### config.mk
export PLATFORM = sky130hd
export DESIGN_NAME = lcd_hd44780_driver
export DESIGN_NICKNAME = d
export VERILOG_FILES = /design/src/rtl/lcd_pkg.sv /design/src/rtl/lcd_byte_writer.sv /design/src/rtl/lcd_hd44780_driver.sv
export SDC_FILE = /design/constraint.sdc
export NUM_CORES = 1
export LEC_CHECK = 0
export BUFFER_PORTS_ARGS = -buffer_cell sky130_fd_sc_hd__buf_2
export CAP_MARGIN = 20
export CORE_ASPECT_RATIO = 1.1
export CORE_MARGIN = 1
export CORE_UTILIZATION = 51
export DETAILED_ROUTE_END_ITERATION = 10
export PLACE_DENSITY_LB_ADDON = 0.2
export SETUP_SLACK_MARGIN = 0.02
export SLEW_MARGIN = 15
export SYNTH_ARGS = -nofsm -noshare
export SYNTH_HDL_FRONTEND = slang
export SYNTH_SLANG_ARGS = --single-unit
### constraint.sdc
create_clock -name clk_i -period 10 [get_ports clk_i]
set_input_delay 2 -clock clk_i [delete_from_list [all_inputs] [get_ports clk_i]]
set_output_delay 2 -clock clk_i [all_outputs]
set_load 0.02 [all_outputs]
### src/rtl/lcd_pkg.sv
`default_nettype none
// +----------------------------------------------------------------------------+
// | Package    : lcd_pkg                                                       |
// | Description: HD44780 command bytes, FSM state encodings and a counter      |
// |              width helper shared by the LCD driver and its byte writer.    |
// | Revision   : 1.0 - initial release                                         |
// +----------------------------------------------------------------------------+
package lcd_pkg;

  localparam logic [7:0] CMD_FUNC_8B2L = 8'h38;  // 8-bit bus, 2 lines, 5x8 font
  localparam logic [7:0] CMD_DISP_ON   = 8'h0C;  // display on, cursor off
  localparam logic [7:0] CMD_CLEAR     = 8'h01;  // clear display (slow command)
  localparam logic [7:0] CMD_ENTRY_INC = 8'h06;  // auto-increment, no shift
  localparam logic [7:0] CMD_LINE0     = 8'h80;  // DDRAM address 0x00
  localparam logic [7:0] CMD_LINE1     = 8'hC0;  // DDRAM address 0x40

  // Top-level sequencer states
  typedef enum logic [1:0] {
    PWRUP = 2'd0,
    INIT  = 2'd1,
    IDLE  = 2'd2,
    FRAME = 2'd3
  } lcd_state_t;

  // Byte writer phases
  typedef enum logic [1:0] {
    WR_IDLE  = 2'd0,
    WR_SETUP = 2'd1,
    WR_EHI   = 2'd2,
    WR_WAIT  = 2'd3
  } wr_phase_t;

  // Bits needed for a down-counter loaded with (n - 1); never narrower than 1.
  function automatic int cnt_width(input int n);
    return (n <= 2) ? 1 : $clog2(n);
  endfunction

endpackage
`default_nettype wire

### src/rtl/lcd_byte_writer.sv
`default_nettype none
// +----------------------------------------------------------------------------+
// | Module     : lcd_byte_writer                                               |
// | Description: Writes one byte to the HD44780 bus: SETUP (E low, bus driven),|
// |              E high, then a fixed post-wait (long for the clear command).  |
// |              A start accepted while o_done is high chains the next byte    |
// |              with no idle cycle in between.                                |
// | Revision   : 1.0 - initial release                                         |
// +----------------------------------------------------------------------------+
// | Ports                                                                      |
// |   clk_i    in   1  system clock                                            |
// |   rst      in   1  asynchronous active-high reset                          |
// |   i_start  in   1  begin a byte (honoured in WR_IDLE or on the done cycle) |
// |   i_rs     in   1  register select for the byte                            |
// |   i_data   in   8  byte value                                              |
// |   i_long   in   1  use the long post-wait                                  |
// |   o_done   out  1  high during the last post-wait cycle                    |
// |   o_e      out  1  lcd_e strobe                                            |
// |   o_rs     out  1  lcd_rs                                                  |
// |   o_data   out  8  DB7..DB0                                                |
// +----------------------------------------------------------------------------+
module lcd_byte_writer
  import lcd_pkg::*;
#(
  parameter int SETUP_CYC = 2,
  parameter int E_CYC     = 12,
  parameter int CMD_CYC   = 2_000,
  parameter int CLR_CYC   = 82_000
) (
  input  logic       clk_i,
  input  logic       rst,
  input  logic       i_start,
  input  logic       i_rs,
  input  logic [7:0] i_data,
  input  logic       i_long,
  output logic       o_done,
  output logic       o_e,
  output logic       o_rs,
  output logic [7:0] o_data
);

  localparam int C_MAX_AB = (SETUP_CYC > E_CYC) ? SETUP_CYC : E_CYC;
  localparam int C_MAX_CD = (CMD_CYC > CLR_CYC) ? CMD_CYC : CLR_CYC;
  localparam int C_MAX    = (C_MAX_AB > C_MAX_CD) ? C_MAX_AB : C_MAX_CD;
  localparam int CW       = cnt_width(C_MAX);

  localparam logic [CW-1:0] C_SETUP_LOAD = CW'(SETUP_CYC - 1);
  localparam logic [CW-1:0] C_E_LOAD     = CW'(E_CYC - 1);
  localparam logic [CW-1:0] C_CMD_LOAD   = CW'(CMD_CYC - 1);
  localparam logic [CW-1:0] C_CLR_LOAD   = CW'(CLR_CYC - 1);

  wr_phase_t     r_phase;
  logic [CW-1:0] r_cnt;
  logic          r_long;
  logic          r_e;
  logic          r_rs;
  logic [7:0]    r_data;

  assign o_done = (r_phase == WR_WAIT) && (r_cnt == '0);
  assign o_e    = r_e;
  assign o_rs   = r_rs;
  assign o_data = r_data;

  always_ff @(posedge clk_i or posedge rst) begin
    if (rst) begin
      r_phase <= WR_IDLE;
      r_cnt   <= '0;
      r_long  <= 1'b0;
      r_e     <= 1'b0;
      r_rs    <= 1'b0;
      r_data  <= 8'h00;
    end else begin
      case (r_phase)
        WR_IDLE: begin
          if (i_start) begin
            r_phase <= WR_SETUP;
            r_cnt   <= C_SETUP_LOAD;
            r_rs    <= i_rs;
            r_data  <= i_data;
            r_long  <= i_long;
          end
        end
        WR_SETUP: begin
          if (r_cnt == '0) begin
            r_phase <= WR_EHI;
            r_cnt   <= C_E_LOAD;
            r_e     <= 1'b1;
          end else begin
            r_cnt <= r_cnt - 1'b1;
          end
        end
        WR_EHI: begin
          if (r_cnt == '0) begin
            r_phase <= WR_WAIT;
            r_cnt   <= r_long ? C_CLR_LOAD : C_CMD_LOAD;
            r_e     <= 1'b0;
          end else begin
            r_cnt <= r_cnt - 1'b1;
          end
        end
        WR_WAIT: begin
          if (r_cnt == '0) begin
            // Chain straight into the next byte's setup when one is offered.
            if (i_start) begin
              r_phase <= WR_SETUP;
              r_cnt   <= C_SETUP_LOAD;
              r_rs    <= i_rs;
              r_data  <= i_data;
              r_long  <= i_long;
            end else begin
              r_phase <= WR_IDLE;
            end
          end else begin
            r_cnt <= r_cnt - 1'b1;
          end
        end
        default: r_phase <= WR_IDLE;
      endcase
    end
  end

endmodule
`default_nettype wire

### src/rtl/lcd_hd44780_driver.sv
`default_nettype none
// +----------------------------------------------------------------------------+
// | Module     : lcd_hd44780_driver                                            |
// | Description: Write-only 16x2 HD44780 driver. Waits out panel power-up,     |
// |              sends the init commands, then redraws both lines from a       |
// |              snapshot on each update request. Requests arriving while busy |
// |              collapse into one pending redraw.                             |
// | Revision   : 1.0 - initial release                                         |
// +----------------------------------------------------------------------------+
// | Ports                                                                      |
// |   clk_i     in   1    system clock                                         |
// |   rst       in   1    asynchronous active-high reset                       |
// |   line0_i   in   128  line 0 text, char 0 in [127:120]                     |
// |   line1_i   in   128  line 1 text, same packing                            |
// |   update_i  in   1    one-cycle redraw request                             |
// |   busy_o    out  1    high during power-up, init and frame writes          |
// |   lcd_e     out  1    enable strobe                                        |
// |   lcd_rs    out  1    0 = command, 1 = character                           |
// |   lcd_rw    out  1    tied 0                                               |
// |   lcd_on    out  1    tied 1                                               |
// |   lcd_blon  out  1    tied 1                                               |
// |   data_lcd  out  8    DB7..DB0                                             |
// +----------------------------------------------------------------------------+
module lcd_hd44780_driver
  import lcd_pkg::*;
#(
  parameter int PWRUP_CYC = 750_000,
  parameter int SETUP_CYC = 2,
  parameter int E_CYC     = 12,
  parameter int CMD_CYC   = 2_000,
  parameter int CLR_CYC   = 82_000
) (
  input  logic         clk_i,
  input  logic         rst,
  input  logic [127:0] line0_i,
  input  logic [127:0] line1_i,
  input  logic         update_i,
  output logic         busy_o,
  output logic         lcd_e,
  output logic         lcd_rs,
  output logic         lcd_rw,
  output logic         lcd_on,
  output logic         lcd_blon,
  output logic [7:0]   data_lcd
);

  localparam int              PW           = cnt_width(PWRUP_CYC);
  localparam logic [PW-1:0]   C_PWRUP_LOAD = PW'(PWRUP_CYC - 1);
  localparam logic [5:0]      C_INIT_LAST  = 6'd3;
  localparam logic [5:0]      C_FRAME_LAST = 6'd33;

  lcd_state_t    r_state;
  logic [PW-1:0] r_cnt;
  logic [5:0]    r_idx;
  logic          r_pending;
  logic [255:0]  r_buf;
  logic          r_busy;

  logic          w_start;
  logic          w_frame;
  logic [5:0]    w_idx;
  logic [4:0]    w_chr;
  logic          w_rs;
  logic [7:0]    w_data;
  logic          w_long;
  logic          w_done;

  // Decide whether a byte starts on this edge and which byte index it is.
  always_comb begin
    w_start = 1'b0;
    w_frame = (r_state == FRAME);
    w_idx   = r_idx + 6'd1;
    case (r_state)
      PWRUP: begin
        w_start = (r_cnt == '0);
        w_idx   = '0;
      end
      INIT:  w_start = w_done && (r_idx != C_INIT_LAST);
      IDLE: begin
        // Frame byte 0 is the line-0 address, so the snapshot is not needed yet.
        w_start = update_i || r_pending;
        w_idx   = '0;
        w_frame = 1'b1;
      end
      FRAME: w_start = w_done && (r_idx != C_FRAME_LAST);
      default: w_start = 1'b0;
    endcase
  end

  // Byte lookup: frame index 1..16 -> chars 0..15, 18..33 -> chars 16..31.
  always_comb begin
    w_rs   = 1'b0;
    w_data = CMD_FUNC_8B2L;
    w_chr  = (w_idx <= 6'd16) ? 5'(w_idx - 6'd1) : 5'(w_idx - 6'd2);
    if (!w_frame) begin
      case (w_idx[1:0])
        2'd0:    w_data = CMD_FUNC_8B2L;
        2'd1:    w_data = CMD_DISP_ON;
        2'd2:    w_data = CMD_CLEAR;
        default: w_data = CMD_ENTRY_INC;
      endcase
    end else if (w_idx == 6'd0) begin
      w_data = CMD_LINE0;
    end else if (w_idx == 6'd17) begin
      w_data = CMD_LINE1;
    end else begin
      w_rs   = 1'b1;
      w_data = r_buf[8*(31 - int'(w_chr)) +: 8];
    end
  end

  // Only the clear command needs the long settle time.
  assign w_long = !w_rs && (w_data == CMD_CLEAR);

  always_ff @(posedge clk_i or posedge rst) begin
    if (rst) begin
      r_state   <= PWRUP;
      r_cnt     <= C_PWRUP_LOAD;
      r_idx     <= '0;
      r_pending <= 1'b0;
      r_buf     <= '0;
      r_busy    <= 1'b1;
    end else begin
      if (update_i && (r_state != IDLE)) begin
        r_pending <= 1'b1;
      end
      case (r_state)
        PWRUP: begin
          if (r_cnt == '0) begin
            r_state <= INIT;
            r_idx   <= '0;
          end else begin
            r_cnt <= r_cnt - 1'b1;
          end
        end
        INIT: begin
          if (w_done) begin
            if (r_idx == C_INIT_LAST) begin
              r_state <= IDLE;
              r_busy  <= 1'b0;
            end else begin
              r_idx <= r_idx + 6'd1;
            end
          end
        end
        IDLE: begin
          if (update_i || r_pending) begin
            r_state   <= FRAME;
            r_busy    <= 1'b1;
            r_pending <= 1'b0;
            r_idx     <= '0;
            r_buf     <= {line0_i, line1_i};
          end
        end
        FRAME: begin
          if (w_done) begin
            if (r_idx == C_FRAME_LAST) begin
              r_state <= IDLE;
              r_busy  <= 1'b0;
            end else begin
              r_idx <= r_idx + 6'd1;
            end
          end
        end
        default: r_state <= PWRUP;
      endcase
    end
  end

  lcd_byte_writer #(
    .SETUP_CYC (SETUP_CYC),
    .E_CYC     (E_CYC),
    .CMD_CYC   (CMD_CYC),
    .CLR_CYC   (CLR_CYC)
  ) u_writer (
    .clk_i   (clk_i),
    .rst     (rst),
    .i_start (w_start),
    .i_rs    (w_rs),
    .i_data  (w_data),
    .i_long  (w_long),
    .o_done  (w_done),
    .o_e     (lcd_e),
    .o_rs    (lcd_rs),
    .o_data  (data_lcd)
  );

  assign busy_o   = r_busy;
  assign lcd_rw   = 1'b0;
  assign lcd_on   = 1'b1;
  assign lcd_blon = 1'b1;

endmodule
`default_nettype wire
== Yosys cells after proc, flatten, opt, wreduce, memory -nomap -nowiden ==
Cells that the tools add are included.

* Add/sub/neg operators: 6
* Magnitude comparators: 1
* Eq/ne operators: 27
* Shifts and indexed selects: 1
* Multiplexer cells: 58
* Bitwise gates (word level): 1
* Reduce and logical (&&, ||, !) cells: 25

{| class="wikitable"
|+ Operators by type and width
! kind !! number
|-
| variable part select 256 x 9 -> 8 bit || 1
|-
| two-way mux 17 bit || 5
|-
| case mux 17 bit (4 select lines) || 1
|-
| two-way mux 6 bit || 7
|-
| two-way mux 8 bit || 5
|-
| case mux 6 bit (4 select lines) || 1
|-
| logical NOT 20 bit || 1
|-
| two-way mux 2 bit || 10
|-
| subtractor 20 x 1 -> 20 bit, second input constant || 1
|-
| two-way mux 1 bit || 19
|-
| inequality test 2 bit, second input constant || 9
|-
| case mux 6 bit (3 select lines) || 1
|-
| AND reduction 6 bit || 3
|-
| logical NOT 17 bit || 1
|-
| subtractor 17 x 1 -> 17 bit, second input constant || 1
|-
| case mux 2 bit (4 select lines) || 2
|-
| case mux 8 bit (2 select lines) || 1
|-
| equality test 2 bit, second input constant || 5
|-
| equality test 8 x 1 -> 1 bit, second input constant || 1
|-
| inequality test 2 x 1 -> 1 bit, second input constant || 4
|-
| adder 6 x 1 -> 6 bit, second input constant || 1
|-
| equality test 2 x 1 -> 1 bit, second input constant || 3
|-
| equality test 6 x 2 -> 1 bit, second input constant || 1
|-
| equality test 6 x 5 -> 1 bit, second input constant || 1
|-
| 23 further kinds || 34
|}

* Register bits after elaboration: 316
* Input bits: 259
* Output and inout bits: 14

== Logic depth before layout (Yosys ltp) ==
Gate-level depths: netlist of the first run.

* Depth in word-level cells: 15
* Depth in mapped cells: 19
* Mapped depth without buffers: 15

== By module ==
A second synthesis of the first run with hierarchy kept.

* Cells, all modules: 1,397
* Area total of the unflattened synthesis: 15,866.5 µm²

{| class="wikitable"
|+ By module, submodules not included
! module !! instances !! cells each !! area each (µm²) !! sequential area each (µm²)
|-
| lcd_hd44780_driver || 1 || 1,227 || 14,139.8 || 7,174.4
|-
| lcd_byte_writer || 1 || 170 || 1,726.7 || 750.7
|}

== Worst setup path after synthesis of the first run ==
Ideal clock, no wire load.

* Kind: register -> register
* Start point: reg r_idx[1]
* End point: reg u_writer.r_data[5], in the netlist u_writer.o_data[5]
* Arrival: 3.913 ns
* Required time: 9.873 ns
* Path slack: 5.960 ns
* Stages on the path, launching flop included: 20
* Path buffers: 4
* Period minus slack after synthesis: 4.040 ns
* Cell sequence: dfrtp_1 > buf_2 > inv_1 > ha_1 > nor2_1 > inv_1 > ha_1 > and3_1 > a31oi_2 > nand2_1 > a2bb2oi_2 > buf_2 > buf_2 > buf_2 > mux2i_1 > nand2_1 > nand3_1 > o311ai_0 > nand3_1 > nand3_1

* Cells in the longest elaborated chain, start to end: 12

{| class="wikitable"
|+ RTL lines
! item !! line !! RTL
|-
| start, declared || lcd_hd44780_driver.sv:54 || <nowiki>logic [5:0] r_idx;</nowiki>
|-
| start signal, assigned || lcd_hd44780_driver.sv:142 || <nowiki>r_idx <= r_idx + 6'd1;</nowiki>
|-
| start signal, assigned || lcd_hd44780_driver.sv:161 || <nowiki>r_idx <= r_idx + 6'd1;</nowiki>
|-
| adder 6 x 1 -> 6 bit || lcd_hd44780_driver.sv:72 || <nowiki>w_idx = r_idx + 6'd1;</nowiki>
|-
| two-way mux 6 bit || lcd_hd44780_driver.sv:73 || <nowiki>case (r_state)</nowiki>
|-
| subtractor 5 x 2 -> 5 bit, or another cell as far along || lcd_hd44780_driver.sv:94 || <nowiki>w_chr = (w_idx <= 6'd16) ? 5'(w_idx - 6'd1) : 5'(w_idx - 6'd2);</nowiki>
|-
| two-way mux 5 bit || lcd_hd44780_driver.sv:94 ||
|-
| subtractor 5 x 5 -> 6 bit || lcd_hd44780_driver.sv:108 || <nowiki>w_data = r_buf[8*(31 - int'(w_chr)) +: 8];</nowiki>
|-
| variable part select 256 x 9 -> 8 bit || lcd_hd44780_driver.sv:108 ||
|-
| two-way mux 8 bit || lcd_hd44780_driver.sv:104 || <nowiki>end else if (w_idx == 6'd17) begin</nowiki>
|-
| two-way mux 8 bit || lcd_hd44780_driver.sv:102 || <nowiki>end else if (w_idx == 6'd0) begin</nowiki>
|-
| two-way mux 8 bit || lcd_hd44780_driver.sv:95 || <nowiki>if (!w_frame) begin</nowiki>
|-
| two-way mux 8 bit * || lcd_byte_writer.sv:75, lcd_byte_writer.sv:104 ||
|-
| two-way mux 8 bit || lcd_byte_writer.sv:102 || <nowiki>if (r_cnt == '0) begin</nowiki>
|-
| case mux 8 bit (2 select lines) * || lcd_byte_writer.sv:73 || <nowiki>case (r_phase)</nowiki>
|-
| end signal, assigned || lcd_byte_writer.sv:79 || <nowiki>r_data <= i_data;</nowiki>
|-
| end signal, assigned || lcd_byte_writer.sv:108 || <nowiki>r_data <= i_data;</nowiki>
|-
| end, declared || lcd_byte_writer.sv:57 || <nowiki>logic [7:0] r_data;</nowiki>
|}

Mark *: on every way between the ends. The rest lies on a longest branch, timed or not. The select of a mux whose other input is x is not followed.
A chain may end at the register's enable or synchronous reset.

== Final worst setup path of the first run ==
* Start point: reg r_state[0]
* End point: reg u_writer.r_data[0], in the netlist u_writer.o_data[0]

* Cells in the longest elaborated chain, start to end: 13

{| class="wikitable"
|+ RTL lines
! item !! line !! RTL
|-
| start, declared || lcd_hd44780_driver.sv:52 || <nowiki>lcd_state_t r_state;</nowiki>
|-
| start signal, assigned || lcd_hd44780_driver.sv:117 || <nowiki>r_state <= PWRUP;</nowiki>
|-
| start signal, assigned || lcd_hd44780_driver.sv:130 || <nowiki>r_state <= INIT;</nowiki>
|-
| start signal, assigned || lcd_hd44780_driver.sv:139 || <nowiki>r_state <= IDLE;</nowiki>
|-
| equality test 2 bit / logical NOT 2 bit (equally long branches) || lcd_hd44780_driver.sv:73 ||
|-
| OR reduction 2 bit (no source line) || - ||
|-
| two-way mux 6 bit || lcd_hd44780_driver.sv:73 ||
|-
| subtractor 5 x 2 -> 5 bit, or another cell as far along || lcd_hd44780_driver.sv:94 ||
|-
| two-way mux 5 bit || lcd_hd44780_driver.sv:94 ||
|-
| subtractor 5 x 5 -> 6 bit || lcd_hd44780_driver.sv:108 ||
|-
| variable part select 256 x 9 -> 8 bit || lcd_hd44780_driver.sv:108 ||
|-
| two-way mux 8 bit || lcd_hd44780_driver.sv:104 ||
|-
| two-way mux 8 bit || lcd_hd44780_driver.sv:102 ||
|-
| two-way mux 8 bit || lcd_hd44780_driver.sv:95 ||
|-
| two-way mux 8 bit * || lcd_byte_writer.sv:75, lcd_byte_writer.sv:104 ||
|-
| two-way mux 8 bit || lcd_byte_writer.sv:102 ||
|-
| case mux 8 bit (2 select lines) * || lcd_byte_writer.sv:73 ||
|}

Marks and branches as above.

==> impl_metrics.ini, run 1 <==
[grt]
grt_antenna_before_repair = 13
track_usage_pct = 27.1
grt_pass1_wl_mm = 65.1
grt_max_degree = 175
grt_overflow = 0
grt_pass1_vias = 12000

[setup_path]
slowest_stage = buf_4
worst-r2r-cell-count = 14
r2r-start = r_state[0]
max_stage_delay_ns = 0.79
cp_top_family = buffers and inverters
crit_type = flip-flop to flip-flop
startpoint_type = flip-flop
reg2reg_to = u_writer.o_data[0]
worstPathMaxFanout = 88
cp-end-kind = flip-flop
path_cells = inv_1, nor2_1, inv_1, ha_1, and3_1, a31oi_2, nand2_1, a2bb2oi_4, buf_4, a32oi_1, mux4_2, nor2_1, o2bb2ai_1, mux2_2
ff2ff_setup_slack_ns = 4.51
required_ns = 10.40
critPathArrivalTime_ns = 5.90
path_buf_inv = 3

[power]
powerDensity_nw_per_um2 = 153
total_power_mw = 2.83
cellLeakagePower_nw = 8.81
ir_drop_uv = 120

[place]
post-place-ws_ns = 4.61
gp_congestion = 0.939
place_area_sq_um = 17300
port_buffers = 269
dp_hpwl_mm = 29.3
dp_cells = 1973

[synthesis]
ys_types = 75
synth_area_sq_um = 15600
yosysSeqAreaShare_pct = 50.7
yosysTopAreaCell = dfrtp_1
ys.flop_type = dfrtp_1
synthArstFlopShare_pct = 100
synth.most_common_cell = dfrtp_1
yosys-top-cells-area = dfrtp_1, mux2_2, nand2_1
yosysTopAreaCellShare_pct = 48.4
avgSynthCellArea_sq_um = 11.4
synth_cells = 1367
synth_edf_count = 0
ys_ff_latch = 316
synth_warnings = 0
ys_top_cells_by_count = dfrtp_1, mux2_2, nand2_1

[cts]
h-tree-depth = 2
cts_tree = done
postCtsSetupBuffers = 0
clk_path_buf_depth = 3
clock-sinks = 316
cts-buffers-inserted = 36
clkLatencyLatePin_ns = 0.52
clk_pin_slew_worst_paths_ns = 0.06
cts_root_buf = clkbuf_16
ctsHoldBuffers = 0
ctsResizeCount = 0

[floorplanning]
fp.dieW_um = 169
start_util_pct = 52.4
rows = 66
die_y_um = 186
dieArea_sq_um = 31300
core-area_sq_um = 29800
io_pins = 273

[min_path]
min_from = r_cnt[9]
hold_depth = 1
hold_class = flip-flop to flip-flop
min_to = r_cnt[9]

[final_layout]
final_nets = 1879
drive_gt1_share_pct = 39.0
finish.instance_area_sq_um = 18500
syn_to_final_growth_pct = 18.3
layout.cells.non_filler = 2046
final_core_util_pct = 62.0

[timing]
tightest_slew_ns = 1.11
hold_viol_final = 0
fin_ws_ns = 4.51
fin_crit_ns = 5.49
relSlewSlack_pct = 25.8
hold_slack_ns = 0.461
tns_ns = 0
setup_viol = 0
fin_skew_ns = 0.0255
slew_violations = 0
rsz0062_at_grt = false
fmax_ghz = 0.182
fin_crit_sh_pct = 54.9

[job]
maxCapViolations = 0

[route]
drt_pass1_iterations = 8
wl_per_cell_um = 20.4
antenna_left = 0
vias = 12000
dr.first_iter.drc_count = 874
remaining_drc_errors = 0
viasPerCell = 5.84
routed_wl_mm = 41.7

[run_status]
outcome = finished, final reports clean
==> power breakdown <==
part           switching, mW  internal (mW)
Sequential            0.0321           1.33
Combinational         0.0728         0.0872
Clock                  0.519          0.788
Total                  0.624           2.21
==> layout make-up <==
type	count	area, sq um
antenna	11	27.5
clock buffer	50	1010
clock inverter	12	156
fill	2451	11300
inverter	22	86.3
multi-input combinational	944	7280
sequential	316	7930
tap	408	510
timing repair buffer	283	1480
==> metal layers <==
metal	track usage (%)	vias up	share of wire, %
met4	12.7	6	4.2
met3	5.08	105	6.0
met5	1.61	-	0.23
met1	34.4	5920	41
li1	-	5493	-
met2	44.7	426	49
==> how the worst max path moves through the flow <==
stage / from / end / depth (start not counted) / slack (ns)
3_3_place_gp: r_state[0] / u_writer.o_data[0] / 14 / 4.86
3_5_place_dp: r_state[0] / u_writer.o_data[0] / 14 / 4.61
6_report: r_state[0] / u_writer.o_data[0] / 14 / 4.51
4_1_cts: r_state[0] / u_writer.o_data[0] / 14 / 4.64
5_1_grt: r_state[0] / u_writer.o_data[0] / 14 / 4.16
2_1_floorplan: rst / r_buf[0] / 1 / 3.80
==> worst register-to-register path, delay by kind of cell (launching register included) <==
| family | cells | cell delay [ns] |
|---|---|---|
| buffers and inverters | 3 | 1.35 |
| AOI/OAI and AO/OA | 4 | 0.93 |
| adders and majority gates | 1 | 0.34 |
| muxes | 2 | 0.84 |
| DFF | 1 | 0.74 |
| and+or+nand+nor | 4 | 1.20 |
==> sequential cells by signal, summed over array words and instances (netlist names) <==
name and count:
busy_o 1, r_buf 256, r_cnt 20, r_idx 6, r_pending 1, r_state 2
u_writer.o_data 8, u_writer.o_e 1, u_writer.o_rs 1, u_writer.r_cnt 17, u_writer.r_long 1, u_writer.r_phase 2
==> kinds of logic (layout without fill, tap and decap cells) <==
family / after synthesis / count (layout) / synth area share, %
adder cells (fa/ha/maj): 17 / 17 / 1.36
AND/OR/NAND/NOR: 332 / 332 / 9.97
AO/OA/AOI/OAI: 266 / 266 / 11.7
XOR/XNOR: 25 / 25 / 1.40
other: 2 / 14 / 0.0481
flip-flops: 316 / 316 / 50.7
multiplexers: 301 / 301 / 21.7
buffers and inverters: 108 / 367 / 3.05
==> cells in the final DEF (no fill, tap or decap), types with 17 or more instances in the layout <==
cell         n
nand2_1    142
nor3_1      33
a211oi_1    22
clkbuf_16   36
buf_2      269
mux2_2     262
dfrtp_1    302
o22ai_1     31
nand3_1     26
o21ai_0     46
ha_1        17
inv_1       21
mux2i_1     32
a21oi_1     51
nor2_1      50
Power figures use the tool's default switching activity.
==> run 2: changes to the inputs <==
Settings changed: CORE_UTILIZATION 51 to 57.
Clock period 10 ns to 5.1 ns, I/O delays scaled along.
==> run 2 against run 1 <==
  * Total power increased by 90%
  * Register-to-register slack got worse by 4.1 ns
  * Wire length rose by 3.5%
  * Sequential power grew 97%
  * Die area is 10% lower
  * Hold slack worse by 0.013 ns
  * Via count increased by 0.95%
  * Sequential cell count unchanged
  * Critical path depth grew 1
  * Worst setup slack got worse by 4.1 ns
  * Final area shrank 0.12%
  * Combinational power is 96% higher
  * Critical endpoint is now u_writer.r_long
  * Highest routed layer is now met4
==> impl_metrics.ini, run 2 (synthesis gave the netlist of run 1 again) <==
[final_layout]
regMostFlops = r_buf
drive_gt1_share_pct = 39.4
layout_commonest_cell = dfrtp_1
syn_to_final_growth_pct = 18.1
reg.largest.list = r_buf (256), r_cnt (20), u_writer.r_cnt (17)
largest_register_ffs = 256
mostFrequentLayoutCells = dfrtp_1, buf_2, mux2_2
final_nets = 1892

[route]
viasPerCell = 6.00
routed_wl_mm = 43.1
wl_per_cell_um = 21.4
remaining_drc_errors = 0
vias = 12100
antenna_left = 0
drt_pass1_iterations = 7
dr.first_iter.drc_count = 913

[power]
powerDensity_nw_per_um2 = 292
ir_drop_uv = 274
cellLeakagePower_nw = 8.84

[job]
maxCapViolations = 0

[grt]
grt_use_met3_pct = 4.60
grt-busiest-layer = met2
grt_pass1_wl_mm = 67.5
grt_max_degree = 143
grt_pass1_vias = 12300
use_met1_pct = 38.5
track_usage_pct = 31.0
grt_antenna_before_repair = 15
grt_overflow = 0
use_met2_pct = 53.9

[timing]
fin_ws_ns = 0.412
fin_skew_ns = 0.0204
hold_viol_final = 0
fmax_ghz = 0.213
slew_violations = 0
setup_viol = 0
fin_crit_ns = 4.69
rsz0062_at_grt = false
relSlewSlack_pct = 33.5
tns_ns = 0
fin_crit_sh_pct = 91.9
tightest_slew_ns = 0.997

[cts]
cts_root_buf = clkbuf_16
ctsResizeCount = 0
clk_pin_slew_worst_paths_ns = 0.06
cts_tree = done
clkLatencyLatePin_ns = 0.52
clk_path_buf_depth = 3
clock-sinks = 316
cts-buffers-inserted = 35
postCtsSetupBuffers = 0
h-tree-depth = 2
ctsHoldBuffers = 0

[setup_path]
startpoint_type = flip-flop
cp-end-kind = flip-flop
slowest_stage = a211oi_4
path_buf_inv = 3
cp_top_family = compound AO/OA/AOI/OAI gates
required_ns = 5.55
crit_type = flip-flop to flip-flop
path_cells = inv_1, ha_1, nor2_1, inv_1, ha_1, nor4b_2, a31oi_2, a211oi_4, mux2_4, buf_4, nor2_1, nand2_1, and3_1, o32ai_1, a32o_1
worstPathMaxFanout = 51
max_stage_delay_ns = 0.61
critPathArrivalTime_ns = 5.14

[floorplanning]
die_y_um = 176
core-area_sq_um = 27000
dieArea_sq_um = 28100
start_util_pct = 57.9
rows = 63
io_pins = 273
fp.dieW_um = 160

[place]
post-place-ws_ns = 0.536
port_buffers = 269
dp_hpwl_mm = 31.1
gp_congestion = 0.921

[min_path]
hold_class = input pin to asynchronous set/reset pin

[run_status]
outcome = finished, final reports clean
## run 2: cell count changes in the layout (fill, tap and decap cells not counted), moves of 2 or more
cell | before | now
diode_2 | 11 | 15
clkinvlp_4 | 1 | 3
clkbuf_8 | 6 | 8
bufinv_16 | 3 | 0
buf_4 | 12 | 26
## run 2: path summary, 6_finish.rpt
kind / from / end / slack, ns / depth (start not counted)
max in group asynchronous: rst / r_buf[123] / 3.39 / 3
worst min register to register: r_cnt[9] / r_cnt[9] / 0.47 / 1
worst max register to register: r_idx[1] / u_writer.r_long / 0.41 / 15
min in group clk_i: r_cnt[9] / r_cnt[9] / 0.47 / 1
worst max-delay path: r_idx[1] / u_writer.r_long / 0.41 / 15
worst min-delay path: rst / r_idx[4] / 0.45 / 2
## run 2: worst reg2reg max path, stage by stage, from the launching register on
cell	delay (ns)
dfrtp_1	0.53
inv_1	0.08
ha_1	0.37
nor2_1	0.07
inv_1	0.19
ha_1	0.30
nor4b_2	0.27
a31oi_2	0.12
a211oi_4	0.61
mux2_4	0.58
buf_4	0.31
nor2_1	0.29
nand2_1	0.09
and3_1	0.17
o32ai_1	0.42
a32o_1	0.22
## run 2: cell type report
| class | instances | area, sq um |
|---|---|---|
| multi-input combinational | 944 | 7280 |
| sequential | 316 | 7930 |
| timing repair buffer | 297 | 1580 |
| inverter | 22 | 86.3 |
| clock inverter | 9 | 72.6 |
| tap | 357 | 447 |
| clock buffer | 52 | 1020 |
| antenna | 15 | 37.5 |
| fill | 2118 | 8510 |
## run 2: routing by layer
metal	share of wire [%]	vias up
met5	0	-
met4	3.1	0
met3	4.8	86
met2	52	414
met1	40	6064
li1	-	5500
## run 2: through the flow
step	cells	utilization [%]	area, sq um	power (mW)	hold slack, ns
after floorplan	1368	-	15600	2.86	0.433
after global placement	1936	64.2	17300	3.02	0.452
after detailed placement	1936	64.2	17300	3.04	0.456
after CTS	1997	68.3	18400	5.43	0.444
after global routing	2012	68.4	18500	5.56	0.462
final	2012	68.4	18500	5.38	0.448
## run 2: report_power, final
part	total, mW	leakage [nW]	internal [mW]	switching, mW
clock network	2.39	0.533	1.39	1.00
registers	2.68	4.02	2.61	0.0662
logic	0.314	4.29	0.171	0.144
==> run 3: changes to the inputs <==
Settings changed: REMOVE_ABC_BUFFERS from default to 1.
==> run 3 against run 2 <==
  * Wire length shrank 5.2%
  * First-iteration DRC count grew 24%
  * Utilization grew 0.53 points
  * Fmax grew 0.90%
  * Combinational power is essentially flat
  * Clock-buffer cell count shrank 1
  * Final area grew 0.78%
  * Hold slack gained 0.015 ns
  * Sequential share of layout area shrank 0.33 points
  * Global-route usage shrank 1.6 points
  * Final cell count shrank 0.60%
  * Critical path type unchanged
  * Critical endpoint is now u_writer.o_data[6]
==> impl_metrics.ini, run 3 (synthesis gave the netlist of run 1 again) <==
[place]
dp_hpwl_mm = 28.6
port_buffers = 269
place_area_sq_um = 17300
post-place-ws_ns = 0.522
gp_congestion = 0.861

[cts]
clk_path_buf_depth = 3
cts_tree = done
cts-buffers-inserted = 35
clkLatencyLatePin_ns = 0.51
cts_root_buf = clkbuf_16
clock-sinks = 316
ctsResizeCount = 0
postCtsSetupBuffers = 0
h-tree-depth = 2
clk_pin_slew_worst_paths_ns = 0.06
ctsHoldBuffers = 0

[floorplanning]
start_util_pct = 57.9
dieArea_sq_um = 28100
fp.dieW_um = 160
core-area_sq_um = 27000
io_pins = 273
die_y_um = 176
rows = 63

[timing]
relSlewSlack_pct = 38.7
fin_skew_ns = 0.0194
hold_slack_ns = 0.462
setup_viol = 0
fmax_ghz = 0.215
hold_viol_final = 0
fin_ws_ns = 0.454
fin_crit_ns = 4.65
tightest_slew_ns = 0.920
rsz0062_at_grt = false
slew_violations = 0
fin_crit_sh_pct = 91.1

[route]
wl_per_cell_um = 20.5
remaining_drc_errors = 0
viasPerCell = 6.04
routed_wl_mm = 40.9
vias = 12100
drt_pass1_iterations = 6
antenna_left = 0
dr.first_iter.drc_count = 1133

[grt]
grt_overflow = 0
track_usage_pct = 29.4
grt_max_degree = 135
grt_pass1_wl_mm = 64.8
grt_pass1_vias = 12100
grt_antenna_before_repair = 9

[setup_path]
max_stage_delay_ns = 0.73
cp-end-kind = flip-flop
path_cells = inv_1, ha_1, nor2_1, inv_1, ha_1, and3_1, a31oi_2, a211oi_4, mux2i_4, buf_4, and2_0, a211oi_1, a311oi_1, nor3_1, o211ai_1, a32o_1
cp_top_family = compound AO/OA/AOI/OAI gates
crit_type = flip-flop to flip-flop
path_buf_inv = 3
critPathArrivalTime_ns = 5.10
required_ns = 5.55
startpoint_type = flip-flop
worstPathMaxFanout = 24
slowest_stage = mux2i_4

[final_layout]
layout_commonest_cell = dfrtp_1
largest_register_ffs = 256
regMostFlops = r_buf
mostFrequentLayoutCells = dfrtp_1, buf_2, mux2_2
final_nets = 1889
syn_to_final_growth_pct = 19.1
drive_gt1_share_pct = 39.6
fill_cells = 2062
reg.largest.list = r_buf (256), r_cnt (20), u_writer.r_cnt (17)
finish.instance_area_sq_um = 18600

[min_path]
hold_class = flip-flop to flip-flop

[power]
ir_drop_uv = 288
cellLeakagePower_nw = 8.92
powerDensity_nw_per_um2 = 308

[job]
maxCapViolations = 0

[run_status]
outcome = finished, final reports clean
run 3: changes by cell type in the layout (fill, tap and decap cells not counted), moves of 2 or more:
cell	before	now
clkbuf_1	9	4
clkbuf_16	35	37
inv_8	0	2
buf_4	26	22
bufinv_16	0	5
clkbuf_8	8	10
clkinv_2	5	2
diode_2	15	6
clkinv_8	2	0
run 3: final timing paths:
kind                          start            endpoint  slack [ns]  cells past startpoint
max in group asynchronous       rst           r_buf[40]        3.38                      3
hold reg to reg            r_cnt[9]            r_cnt[9]        0.46                      1
min in group asynchronous       rst            r_cnt[6]        0.66                      2
setup / recovery           r_idx[1]  u_writer.o_data[6]        0.45                     16
hold / removal             r_cnt[9]            r_cnt[9]        0.46                      1
setup reg to reg           r_idx[1]  u_writer.o_data[6]        0.45                     16
run 3: power by group:
group	internal, mW	switching, mW	total, mW
Sequential	2.61	0.0627	2.67
Combinational	0.172	0.143	0.315
Clock	1.72	1.02	2.74
Total	4.51	1.22	5.73
run 3: area by class of cell:
class	count	area, sq um	share of cell area, %
antenna	6	15.0	0.0807
clock buffer	51	1080	5.80
clock inverter	10	186	1.00
inverter	22	90.1	0.484
multi-input combinational	944	7280	39.2
sequential	316	7930	42.6
tap	357	447	2.40
timing repair buffer	294	1570	8.45
run 3: per-layer routing:
metal / up-vias / track usage, % / routed length [um]
met4: 6 / 10.9 / 1450
met1: 6029 / 38.2 / 16800
met2: 422 / 49.9 / 20300
met3: 107 / 4.72 / 2290
met5: - / 0 / 37
li1: 5512 / - / -
run 3: stage by stage:
| step | TNS (ns) | std cells | utilization, % | power, mW |
|---|---|---|---|---|
| finish | 0 | 2000 | 69.0 | 5.73 |
| global route | 0 | 1998 | 69.0 | 5.90 |
| CTS | 0 | 1994 | 68.9 | 5.77 |
| detailed placement | 0 | 1933 | 64.2 | 3.03 |
| global placement | 0 | 1933 | 64.2 | 3.02 |
| floorplan | -5792.97 | 1282 | - | 2.86 |
